**src/rtl/regfile_mp.sv**
```systemverilog
// Multi-port integer register file with write-to-read bypass and scoreboard bits.
// A post-reset sweep zeroes the array one entry per cycle before traffic is accepted.
module regfile_mp #(
    parameter int XLEN = 32,
    parameter int NREG = 32,
    parameter int AW   = 5,
    parameter int NRD  = 2,
    parameter int NWR  = 2
) (
    input  logic                clk,
    input  logic                rst,
    input  logic [NWR-1:0]      we,
    input  logic [NWR*AW-1:0]   waddr,
    input  logic [NWR*XLEN-1:0] wdata,
    input  logic [NRD-1:0]      re,
    input  logic [NRD*AW-1:0]   raddr,
    output logic [NRD*XLEN-1:0] rdata,
    output logic [NRD-1:0]      pend_o,
    input  logic                pset,
    input  logic [AW-1:0]       pset_addr,
    output logic                ready
);

    typedef enum logic {CLEAR, RUN} state_t;

    state_t          state;
    logic [AW-1:0]   clr_idx;
    logic [XLEN-1:0] regs [NREG];
    logic [NREG-1:0] pend;
    logic            run;
    logic [NWR-1:0]  wact;

    assign run = ready & ~rst;

    always_comb begin
        wact = '0;
        for (int k = 0; k < NWR; k++) begin
            wact[k] = run & we[k] & (waddr[k*AW +: AW] != '0);
        end
    end

    always_ff @(posedge clk) begin
        if (rst) begin
            state   <= CLEAR;
            clr_idx <= '0;
            ready   <= 1'b0;
        end else if (state == CLEAR) begin
            regs[clr_idx] <= '0;
            pend[clr_idx] <= 1'b0;
            clr_idx       <= clr_idx + 1'b1;
            if (clr_idx == AW'(NREG - 1)) begin
                state <= RUN;
                ready <= 1'b1;
            end
        end else begin
            // later ports overwrite earlier ones on an address collision
            for (int k = 0; k < NWR; k++) begin
                if (wact[k]) begin
                    regs[waddr[k*AW +: AW]] <= wdata[k*XLEN +: XLEN];
                    pend[waddr[k*AW +: AW]] <= 1'b0;
                end
            end
            if (pset && pset_addr != '0) begin
                pend[pset_addr] <= 1'b1;
            end
        end
    end

    for (genvar j = 0; j < NRD; j++) begin : g_rd
        logic [AW-1:0]   ra;
        logic            hit;
        logic [XLEN-1:0] byp;

        assign ra = raddr[j*AW +: AW];

        always_comb begin
            hit = 1'b0;
            byp = regs[ra];
            for (int k = 0; k < NWR; k++) begin
                if (wact[k] && waddr[k*AW +: AW] == ra) begin
                    hit = 1'b1;
                    byp = wdata[k*XLEN +: XLEN];
                end
            end
        end

        assign rdata[j*XLEN +: XLEN] = (run & re[j] & (ra != '0)) ? byp : '0;
        // a value being bypassed this cycle is already available
        assign pend_o[j] = run & re[j] & (ra != '0) & pend[ra] & ~hit;
    end

endmodule
```
**config.mk**
```make
export PLATFORM = sky130hd
export DESIGN_NAME = regfile_mp
export DESIGN_NICKNAME = d
export VERILOG_FILES = /design/src/rtl/regfile_mp.sv
export SDC_FILE = /design/constraint.sdc
export NUM_CORES = 2
export LEC_CHECK = 0
export ABC_CLOCK_PERIOD_IN_PS = 6000
export BUFFER_PORTS_ARGS = -buffer_cell sky130_fd_sc_hd__buf_4
export CELL_PAD_IN_SITES_DETAIL_PLACEMENT = 0
export CELL_PAD_IN_SITES_GLOBAL_PLACEMENT = 2
export CORE_AREA = 2 2 461 463
export DETAILED_ROUTE_END_ITERATION = 6
export DIE_AREA = 0 0 463 465
export PLACE_DENSITY = 0.65
export SYNTH_ARGS = -nofsm -noshare
export SYNTH_HDL_FRONTEND = slang
export SYNTH_SLANG_ARGS = --single-unit
```
**constraint.sdc**
```tcl
create_clock -name clk -period 6 [get_ports clk]
set_input_delay 1.2 -clock clk [delete_from_list [all_inputs] [get_ports clk]]
set_output_delay 1.2 -clock clk [all_outputs]
set_load 0.005 [all_outputs]
```
==> flow_summary.yaml <==
yosys:
  seq_area_frac_synth_pct: 50.8
  syn_area_per_cell_um2: 10.7
  synth_adder_area_share_pct: 0.0997
  synth_ff_type: "edfxtp_1"
  yosysWarnings: 0
  synth_top_family_by_area: "multiplexers"
  yosys.area.top_type_share_pct: 50.5
  synthSimpleGateAreaFrac_pct: 9.91
  async_flop_share_pct: 0
  netlist_instances: 5839
  synth_edf_count: 1056
  synthMuxAreaShare_pct: 20.2
  ys_ff_latch: 1063
  syn-num-nets: 5940
  syn_area_um2: 62700
  synth_compound_area_share_pct: 14.0
  yosysTopAreaCell: "edfxtp_1"
  netlist_top_cells_area: "edfxtp_1, mux2i_1, mux4_2, nand2_1, o21ai_1"
  synth_cell_types: 60
  synth-xor-area-share_pct: 0.307
floorplan:
  fp.dieW_um: 463
  io_pins: 163
  die_area_um2: 215000
  rows: 169
  coreArea_um2: 211000
  initial_core_util_pct: 29.8
  die_h_um: 465
placement:
  place_inst: 8402
  io_buffer_count: 162
  pre_cts_slack_ns: 0.276
  gp_congestion: 0.835
  dp_hpwl_mm: 158
clocking:
  cts_setup_buffers: 0
  cts_tree: "built"
  cts.sinks: 1063
  cts_buffers: 117
  cts.reportedPaths.clkPinSlew_ns: 0.06
  ctsRootBufferMaster: "clkbuf_16"
  clk_path_buf_depth: 3
  cts_resized: 0
  clkLatencyLatePin_ns: 0.78
  ctsHoldBuffers: 0
  htree_levels: 3
cells_and_area:
  stdcell_count: 8621
  layout_commonest_cell: "nand2_1"
  final_cell_mix: "nand2_1, edfxtp_1, o21ai_1, mux2i_1, o21ai_0"
  drive_gt1_share_pct: 17.2
  syn2layout_area_growth_pct: 14.5
  nets: 5801
critical_path:
  critPathRequiredTime_ns: 4.80
  slowest_stage: "nor4_1"
  start_kind: "input port"
  crit_path_max_fanout: 27
  r2r_start: "state$_SDFF_PP0_"
  path_cells: "buf_6 -> nand4b_1 -> buf_4 -> o22ai_1 -> nor4_1 -> buf_4 -> o21ai_0 -> nor2_1 -> o21ai_1 -> buf_4"
  reg2reg_to: "regs[22][2]$_DFFE_PP_"
  crit_type: "input port to output port"
  crit_buf_inv: 4
  worstSetupEndpointType: "output port"
  slowest_delay_ns: 1.10
  reg2regPathDepth: 6
  cpMostUsedCell: "buf_4"
  r2r_slack_ns: 2.26
  crit_family: "simple AND/OR/NAND/NOR gates"
  worstPathArrival_ns: 4.72
power:
  power_switching_mw: 3.95
  p_leak_nw: 24.4
  clkPwrFrac_pct: 44.5
  combPwrFrac_pct: 6.5
  p_per_area_nw_per_um2: 231
  switching_share_pct: 23.8
  p_seq_share_pct: 49.1
  p_int_mw: 12.6
  p_total_mw: 16.6
  vdd_drop_max_mv: 0.228
detailed_routing:
  vias_per_cell: 5.68
  wl_per_cell_um: 30.4
  drtIter0Drc: 4967
  drtPass1Iterations: 6
  antenna_left: 0
  drcViolationCount: 0
  num_vias: 49000
  wl_mm: 262
sta:
  tightest_slew_ns: 1.32
  fmax_mhz: 169
  finalWorstSetupSlack_ns: 0.0832
  slew_headroom_pct: 11.3
  setup_viol: 0
  tns_ns: 0
  maxSlewViolCount: 0
  rsz0062_at_grt: "false"
  fin_crit_sh_pct: 98.6
  final-hold-violation-count: 0
  final.min_clock_period_ns: 5.92
  fin_skew_ns: 0.0357
status:
  status: "completed"
global_routing:
  grt_pass1_wl_mm: 369
  track_usage_pct: 23.7
  antenna_found_initial: 11
  grt_pass1_vias: 47600
  gr-total-overflow: 0
  grt_max_degree: 70
worst_hold_path:
  hold_end: "clr_idx[1]$_SDFFE_PP0N_"
  hp-class: "flop to flop"
  holdPathStages: 2
  worstHoldStart: "clr_idx[1]$_SDFFE_PP0N_"
job:
  cap_violations: 0
cell families after synthesis:
logic type,after synthesis
adders and majority gates,5
and+or+nand+nor,1488
AOI/OAI and AO/OA,1637
muxes,913
DFF,1063
xor gates and xnor gates,22
buffers and inverters,711
cells in the mapped netlist, types with 8 or more instances:
library cell / count
buf_1: 50
nand2_1: 1183
buf_4: 10
o21ai_1: 785
a21oi_1: 33
o21ai_0: 471
xor2_1: 16
nand2b_1: 12
mux4_2: 276
o22ai_1: 288
nor3_1: 14
edfxtp_1: 1056
and2_1: 29
nand3_1: 31
nor2_1: 77
inv_1: 8
buf_2: 210
a32oi_1: 17
nor4_1: 64
a32o_1: 11
nor2b_1: 12
clkbuf_1: 431
o32ai_1: 8
mux2i_1: 632
state kept, by name, indices dropped and copies added, names as in the netlist:
register  flops
regs       1024
clr_idx       5
ready         1
state         1
pend         32
tightest hold or removal path, delay by kind of cell, from the launching register on:
kind          cells  cell delay [ns]
flops             1             0.35
mux               1             0.15
simple gates      1             0.05
routing by layer:
metal | up-vias | global-route usage [%] | part of all wire [%]
met3 | 314 | 2.75 | 6.7
met1 | 24900 | 33.3 | 44
li1 | 21700 | - | -
met5 | - | 0 | 0.0050
met2 | 2019 | 38.9 | 47
met4 | 2 | 5.77 | 2.1
power groups by stage:
stage	sequential, mW	combinational [mW]	clock (mW)
after floorplan	8.28	0.633	0
final	8.13	1.07	7.37
after CTS	8.13	1.07	7.46
after detailed placement	8.29	1.07	0
after global placement	8.29	1.06	0
after global routing	8.14	1.11	7.71
worst max-delay path by stage:
stage | to | cells past startpoint | from | slack [ns]
5_1_grt | rdata[36] | 10 | raddr[5] | 0.21
4_1_cts | rdata[36] | 10 | raddr[5] | 0.27
2_1_floorplan | regs[11][0]$_DFFE_PP_ | 8 | waddr[3] | 0.60
3_5_place_dp | rdata[36] | 10 | raddr[5] | 0.28
3_3_place_gp | rdata[36] | 10 | raddr[8] | 0.32
6_report | rdata[36] | 10 | raddr[5] | 0.08
metrics by stage:
stage          hold WS [ns]  area (µm²)  utilization [%]
2_1_floorplan         0.539       62700                -
3_3_place_gp          0.575       68100             32.3
3_5_place_dp          0.590       68100             32.3
4_1_cts               0.595       71800             34.1
5_1_grt               0.625       71800             34.1
6_report              0.598       71800             34.1
layout make-up:
cell class                      count  area (µm²)
Inverter                            9        33.8
Tap cell                         2821        3530
Sequential cell                  1063       31900
Multi-Input combinational cell   4065       28800
Timing Repair Buffer              444        3900
Clock inverter                     83         698
Fill cell                       20900      139000
Clock buffer                      135        3060
Antenna cell                        1        2.50
Note: power is estimated with default switching activity, not from simulation.
